$ cat src/rtl/pif_led_decoder.sv
// Receive-side decoder for the PIF red/green LED flasher: synchronises both lines,
// measures colour segments and flags steady colours. Optional filter: PIF_LED_GLITCH_FILTER_EN.
module pif_led_decoder #(
    parameter int CNT_W      = 16,
    parameter int TIMEOUT    = 1000,
    parameter int GLITCH_LEN = 4
) (
    input  logic             xclk,
    input  logic             sys_rst,
    input  logic             red,
    input  logic             green,
    output logic             seg_valid,
    output logic [1:0]       seg_col,
    output logic [CNT_W-1:0] seg_len,
    output logic             seg_sat,
    output logic             steady,
    output logic [1:0]       steady_col,
    output logic [15:0]      seg_count
);

    localparam logic [CNT_W-1:0] CNT_MAX   = {CNT_W{1'b1}};
    localparam logic [CNT_W-1:0] CNT_PRE   = CNT_MAX - CNT_W'(1);
    localparam logic [CNT_W-1:0] TIMEOUT_C = CNT_W'(TIMEOUT);

    typedef enum logic [1:0] {
        SYNC_WAIT = 2'd0,
        MEASURE   = 2'd1,
        STEADY    = 2'd2
    } state_t;

    logic             r_red_s1;
    logic             r_red_s2;
    logic             r_grn_s1;
    logic             r_grn_s2;
    logic [1:0]       w_sync_col;
    logic [1:0]       w_s_col;
    logic [1:0]       r_prev_col;
    logic             w_chg;
    logic             w_emit;
    logic [CNT_W-1:0] r_run_cnt;
    logic             r_sat_flag;
    logic             r_origin;
    state_t           r_state;

    logic             r_seg_valid;
    logic [1:0]       r_seg_col;
    logic [CNT_W-1:0] r_seg_len;
    logic             r_seg_sat;
    logic             r_steady;
    logic [1:0]       r_steady_col;
    logic [15:0]      r_seg_count;

    always_ff @(posedge xclk) begin
        if (sys_rst) begin
            r_red_s1 <= 1'b0;
            r_red_s2 <= 1'b0;
            r_grn_s1 <= 1'b0;
            r_grn_s2 <= 1'b0;
        end else begin
            r_red_s1 <= red;
            r_red_s2 <= r_red_s1;
            r_grn_s1 <= green;
            r_grn_s2 <= r_grn_s1;
        end
    end

    assign w_sync_col = {r_red_s2, r_grn_s2};

`ifdef PIF_LED_GLITCH_FILTER_EN
    localparam int              GC_W    = $clog2(GLITCH_LEN + 1);
    localparam logic [GC_W-1:0] GC_LAST = GC_W'(GLITCH_LEN - 1);

    logic [1:0]      r_filt_col;
    logic [1:0]      r_cand_col;
    logic [GC_W-1:0] r_cand_cnt;

    // A new colour must be seen GLITCH_LEN samples in a row; any interruption restarts the count.
    always_ff @(posedge xclk) begin
        if (sys_rst) begin
            r_filt_col <= 2'b00;
            r_cand_col <= 2'b00;
            r_cand_cnt <= '0;
        end else if (w_sync_col == r_filt_col) begin
            r_cand_cnt <= '0;
        end else if ((w_sync_col == r_cand_col) && (r_cand_cnt != '0)) begin
            if (r_cand_cnt == GC_LAST) begin
                r_filt_col <= w_sync_col;
                r_cand_cnt <= '0;
            end else begin
                r_cand_cnt <= r_cand_cnt + GC_W'(1);
            end
        end else begin
            r_cand_col <= w_sync_col;
            r_cand_cnt <= GC_W'(1);
        end
    end

    assign w_s_col = r_filt_col;
`else
    logic w_unused_glitch;
    assign w_unused_glitch = (GLITCH_LEN > 1);
    assign w_s_col         = w_sync_col;
`endif

    assign w_chg  = (w_s_col != r_prev_col);
    // Segments that started in SYNC_WAIT have no trustworthy start, so they are never reported.
    assign w_emit = w_chg && ((r_state == MEASURE) || ((r_state == STEADY) && r_origin));

    always_ff @(posedge xclk) begin
        if (sys_rst) begin
            r_state      <= SYNC_WAIT;
            r_prev_col   <= 2'b00;
            r_run_cnt    <= '0;
            r_sat_flag   <= 1'b0;
            r_origin     <= 1'b0;
            r_seg_valid  <= 1'b0;
            r_seg_col    <= 2'b00;
            r_seg_len    <= '0;
            r_seg_sat    <= 1'b0;
            r_steady     <= 1'b0;
            r_steady_col <= 2'b00;
            r_seg_count  <= 16'd0;
        end else begin
            r_prev_col  <= w_s_col;
            r_seg_valid <= w_emit;

            if (w_chg) begin
                r_run_cnt  <= CNT_W'(1);
                r_sat_flag <= 1'b0;
            end else if (r_run_cnt != CNT_MAX) begin
                r_run_cnt <= r_run_cnt + CNT_W'(1);
                if (r_run_cnt == CNT_PRE) begin
                    r_sat_flag <= 1'b1;
                end
            end

            if (w_emit) begin
                r_seg_col   <= r_prev_col;
                r_seg_len   <= r_run_cnt;
                r_seg_sat   <= r_sat_flag;
                r_seg_count <= r_seg_count + 16'd1;
            end

            case (r_state)
                SYNC_WAIT, MEASURE: begin
                    if (w_chg) begin
                        r_state <= MEASURE;
                    end else if (r_run_cnt == TIMEOUT_C) begin
                        r_state      <= STEADY;
                        r_origin     <= (r_state == MEASURE);
                        r_steady     <= 1'b1;
                        r_steady_col <= r_prev_col;
                    end
                end
                STEADY: begin
                    if (w_chg) begin
                        r_state      <= MEASURE;
                        r_steady     <= 1'b0;
                        r_steady_col <= 2'b00;
                    end
                end
                default: r_state <= SYNC_WAIT;
            endcase
        end
    end

    assign seg_valid  = r_seg_valid;
    assign seg_col    = r_seg_col;
    assign seg_len    = r_seg_len;
    assign seg_sat    = r_seg_sat;
    assign steady     = r_steady;
    assign steady_col = r_steady_col;
    assign seg_count  = r_seg_count;

endmodule

$ cat config.mk
export PLATFORM = sky130hd
export DESIGN_NAME = pif_led_decoder
export DESIGN_NICKNAME = d
export VERILOG_FILES = /design/src/rtl/pif_led_decoder.sv
export SDC_FILE = /design/constraint.sdc
export NUM_CORES = 1
export LEC_CHECK = 0
export CAP_MARGIN = 5
export CORE_MARGIN = 2
export CORE_UTILIZATION = 50
export CTS_CLUSTER_SIZE = 20
export DETAILED_ROUTE_END_ITERATION = 6
export HOLD_SLACK_MARGIN = 0.02
export PLACE_DENSITY_LB_ADDON = 0.05
export SYNTH_ARGS = -nofsm -noshare
export SYNTH_HDL_FRONTEND = slang
export SYNTH_SLANG_ARGS = --single-unit
export TNS_END_PERCENT = 30
$ cat constraint.sdc
create_clock -name xclk -period 4.6 [get_ports xclk]
set_input_delay 1.15 -clock xclk [delete_from_list [all_inputs] [get_ports xclk]]
set_output_delay 1.15 -clock xclk [all_outputs]
set_load 0.005 [all_outputs]
---- Word-level counts from Yosys, hierarchy flattened ----
Cells that the tools add are included.
storage, ports and cells
  bits in read-only memories .............. 0
  bits in writable memories ............... 0
  memories ................................ 0
  logic and storage cells ................. 56
  output and inout port bits .............. 39
  latch bits .............................. 0
  bits of input ports ..................... 4
  bits in registers ....................... 65
cells by class
  bitwise logic cells ..................... 1
  add/sub/neg operators ................... 2
  multiply operators ...................... 0
  reductions and logical operators ........ 12
  muxes and demuxes ....................... 14
  divide/modulo/power cells ............... 0
  shift-type cells ........................ 0
  equal/unequal tests ..................... 10
  order comparisons ....................... 0
operators with widths
  operator               number
  $add 16x1->16 const B  2
  $eq 16x10->1 const B   1
  $eq 16x16->1 const B   1
  $ne 16x16->1 const B   1
  $mux 2                 6
  $pmux 2 s2             2
  $ne 2x2->1 const B     3
  $mux 1                 5
  $reduce_and 2->1       2
  $reduce_and 4->1       1
  $reduce_bool 2->1      2
  $reduce_or 2->1        2
  $ne 3x3->1 const B     1
  $reduce_and 3->1       1
  $eq 2x1->1 const B     1
  $eq 2x2->1 const B     1
  $logic_and 1x1->1      2
  $logic_not 2->1        1
  $ne 2x2->1             1
  $pmux 1 s2             1
  $logic_or 1x1->1       1
  $not 1->1              1

---- Depth between registers and ports, before layout ----
  depth after elaboration ................. 4
  gate-level depth with buffers ........... 6
  gate-level depth less buffers ........... 6

---- Least setup slack after synthesis ----
No wires, ideal clock.
  path kind ............................... flip-flop to flip-flop
  start point ............................. register r_run_cnt[0]
  end point ............................... register r_origin
  buffers on the path ..................... 0
  data required time ...................... 4.528 ns
  cell stages (with the launch flop) ...... 7
  path slack .............................. 2.557 ns
  arrival ................................. 1.971 ns
  cell sequence ........................... dfxtp_1 > inv_1 > ha_1 > or4b_4 > or4_4 > nor4_4 > mux2i_1
on the way
  cells in the longest elaborated chain, start to end .. 2
ends and longest elaborated chain
  element                     line  RTL
  start, declared             40    logic [CNT_W-1:0] r_run_cnt;
  start signal, assigned      131   r_run_cnt <= r_run_cnt + CNT_W'(1);
  $eq 16x10->1                148   end else if (r_run_cnt == TIMEOUT_C) begin
  $reduce_and 3->1 (no line)  -
  end signal, assigned        150   r_origin <= (r_state == MEASURE);
  end, declared               42    logic r_origin;
No other way between the ends.
A chain may end at the register's enable or synchronous reset.

---- Worst setup path in the final report ----
  start point ............................. input sys_rst
  end point ............................... register r_run_cnt[14]
on the way
  cells in the longest elaborated chain, start to end .. 1
ends and longest elaborated chain
  element                    line  RTL
  start, declared            9     input logic sys_rst,
  $reduce_or 2->1 (no line)  -
No other way between the ends.

==> metrics.cfg <==
[timing]
fin_worst_hold_slack_ns=0.445
finalCritPeriodShare_pct=62.5
fin_crit_ns=2.87
clock.fmax_mhz=348
rsz0062_at_grt=false
setup_viol=0
report.final.slew_viol_count=0
tns_ns=0
finalHoldViolCount=0
worst_pin_slew_ns=0.911
relSlewSlack_pct=39.3
skew_ns=0.00342

[clock_tree]
cts_tree=done
cts_setup_buffers=0
cts_root_buffer=clkbuf_8
clk_latency_ns=0.33
cts_hold_buffers=0
path_clk_slew_ns=0.06
cts_buffer_depth=2
cts_resized=0
ctsHtreeMaxLevel=3
cts.sinks=65
cts_buffers=9

[critical_path]
cp_data_required_time_ns=4.80
cp-start-kind=input pin
r2r_slack_ns=2.17
critical_path_arrival_ns=3.08
critPathCaptureType=register
rr_startpoint=r_prev_col[0]$_SDFF_PP0_
rr_endpoint=seg_count[15]$_SDFFE_PP0P_
cp_max_fo=47
critPathKind=in2reg
r2r_cells=4

[routing]
viasPerCell=5.65
wire_per_inst_um=14.1
routed-via-count=2346
ant_nets=0
drt_wl_total_mm=5.87
first_pass_iters=4
initialDrtViolationCount=118
drcViolationCount=0

[final_layout]
fillers=505
stdcell_count=415
nNetsFinal=347
final_util_pct=63.4
areaGrowthSynthToFinish_pct=23.3
seq_area_mm2=0.00130
antenna_cells=0
multi_input_area_mm2=0.00142
drive_gt1_share_pct=8.16

[grt]
met2_usage_pct=31.2
grt_pass1_vias=2143
grt_start_max_net_pins=48
grt_overflow_total=0
top_usage_layer=met2
track_usage_pct=19.8
use_met1_pct=25.9
antenna_found_initial=0
use_met3_pct=4.09
grt_first_pass_wirelength_mm=9.85

[pwr]
peakVddDrop_mv=0.207
leakagePower_nw=1.30
power_density_mw_per_mm2=319

[hold_path]
holdPathStages=1
hold_start=r_red_s1$_SDFF_PP0_
min_path_type=reg2reg
hold_end=r_red_s2$_SDFF_PP0_

[floorplan]
die_h_um=79.1
start_util_pct=51.5
coreArea_mm2=0.00547
dieArea_mm2=0.00625
ios=43
die_x_um=79.1
rows=27

[yosys]
synth_warnings=0
netlist_instances=300
ys_seq_elements=65
synth_nets=308
avgSynthCellArea_um2=9.39
syn-cell-area_mm2=0.00282
synth.lib_cells_used.distinct=44
synth.yosys.seq_area_share_pct=46.2

[placement]
io_buffers=42
globalplace.congestion=0.750
dpl.hpwl_mm=3.97
place_inst=400

[flow_run]
drv_cap=0

[run_status]
status=finished, final reports clean

metrics by stage:
stage                     total power [mW]  setup WS, ns  area, µm²
after global placement               0.640          1.33       3280
final                                 1.11          1.73       3470
after floorplan                      0.624          2.56       2820
after detailed placement             0.641          1.33       3280
after global routing                  1.14          1.51       3470
after CTS                             1.12          1.69       3470
cells by family (layout without fill, tap and decap cells):
| kind of cell | Yosys count | after routing | synth area share [%] |
|---|---|---|---|
| simple gates | 120 | 120 | 24.1 |
| flops | 65 | 65 | 46.2 |
| compound gates | 58 | 58 | 13.8 |
| mux | 26 | 26 | 9.33 |
| buf+inv | 23 | 66 | 3.60 |
| fa+ha+maj | 4 | 4 | 1.78 |
| xor+xnor | 4 | 4 | 1.24 |
final cells by class:
type                       instances  share of cell area, %
sequential                        65                   37.5
tap                               72                   2.59
clock inverter                     3                   1.15
inverter                           6                  0.649
clock buffer                      12                   4.47
multi-input combinational        212                   40.9
timing repair buffer              45                   12.8
synth_stat cells:
| cell type | number | area, µm² |
|---|---|---|
| dfxtp_1 | 65 | 1300 |
| nor2_1 | 33 | 124 |
| mux2i_1 | 24 | 240 |
| a21oi_1 | 19 | 95.1 |
| nand2_1 | 18 | 67.6 |
| or4_1 | 13 | 97.6 |
| nor2b_1 | 11 | 68.8 |
| o31ai_1 | 11 | 82.6 |
| clkbuf_1 | 10 | 37.5 |
| nand3_1 | 9 | 45.0 |
| nand4_1 | 9 | 56.3 |
| o21ai_0 | 8 | 40.0 |
| or3_1 | 7 | 43.8 |
| buf_2 | 6 | 30.0 |
| inv_1 | 5 | 18.8 |
| o21a_1 | 5 | 37.5 |
| ha_1 | 4 | 50.1 |
| nor4_1 | 4 | 25.0 |
| o311ai_0 | 4 | 35.0 |
| o41ai_1 | 4 | 35.0 |
| and4_1 | 3 | 26.3 |
| nor3_1 | 3 | 15.0 |
| xor2_1 | 3 | 26.3 |
| mux2_2 | 2 | 22.5 |
| a211oi_1 | 1 | 7.51 |
| a221oi_1 | 1 | 8.76 |
| a31oi_1 | 1 | 6.26 |
| and3_2 | 1 | 7.51 |
| and3b_1 | 1 | 8.76 |
| and4_2 | 1 | 10.0 |
| buf_6 | 1 | 11.3 |
| clkinv_1 | 1 | 3.75 |
| nand2b_1 | 1 | 6.26 |
| nand4b_1 | 1 | 8.76 |
| nor4_4 | 1 | 21.3 |
| nor4b_2 | 1 | 15.0 |
| o211a_1 | 1 | 10.0 |
| o221ai_2 | 1 | 15.0 |
| o22ai_1 | 1 | 6.26 |
| o31a_1 | 1 | 8.76 |
| or2_2 | 1 | 6.26 |
| or4_4 | 1 | 11.3 |
| or4b_4 | 1 | 13.8 |
| xnor2_1 | 1 | 8.76 |
worst max-delay path by stage:
stage / endpoint / cells past startpoint / slack [ns] / startpoint
floorplan: r_origin$_SDFFE_PP0P_ / 6 / 2.56 / r_run_cnt[0]$_SDFFE_PP0P_
global placement: r_run_cnt[14]$_SDFFE_PP0P_ / 5 / 1.33 / sys_rst
detailed placement: r_run_cnt[14]$_SDFFE_PP0P_ / 5 / 1.33 / sys_rst
CTS: r_run_cnt[14]$_SDFFE_PP0P_ / 5 / 1.69 / sys_rst
global route: r_run_cnt[14]$_SDFFE_PP0P_ / 5 / 1.51 / sys_rst
finish: r_run_cnt[14]$_SDFFE_PP0P_ / 5 / 1.73 / sys_rst
where the power goes:
| group | switching (mW) | internal (mW) | leakage, nW | total (mW) |
|---|---|---|---|---|
| logic | 0.0293 | 0.0207 | 0.677 | 0.0501 |
| clock network | 0.204 | 0.275 | 0.102 | 0.480 |
| registers | 0.00787 | 0.569 | 0.525 | 0.577 |
cell usage in the layout (no fill, tap or decap), types with 5 or more instances in the layout:
cell type and instances:
o31ai_1 11, nand3_1 9, or4_1 13, nand2_1 18, clkbuf_8 11, or3_1 7, nor2_1 33, clkdlybuf4s50_1 42
o21ai_0 8, mux2i_1 24, o21a_1 5, a21oi_1 19, nand4_1 9, nor2b_1 11, dfxtp_1 65, inv_1 5
worst max-delay path, stage by stage:
cell and delay [ns]:
clkdlybuf4s50_1 0.45, buf_4 0.41, clkinv_1 0.39, nand2_1 0.52, o41ai_1 0.15
sequential cells by signal, summed over array words and instances (netlist names):
signal	flops
seg_count	16
seg_len	16
r_origin	1
r_sat_flag	1
steady_col	2
seg_col	2
steady	1
r_red_s1	1
r_run_cnt	16
r_red_s2	1
seg_sat	1
r_prev_col	2
r_state	2
r_grn_s2	1
seg_valid	1
r_grn_s1	1
per-layer routing:
layer	vias up	share of wire [%]
li1	1186	-
met1	1116	48
met2	34	47
met3	10	2.6
met4	0	2.1
met5	-	0
Power figures use the tool's default switching activity.
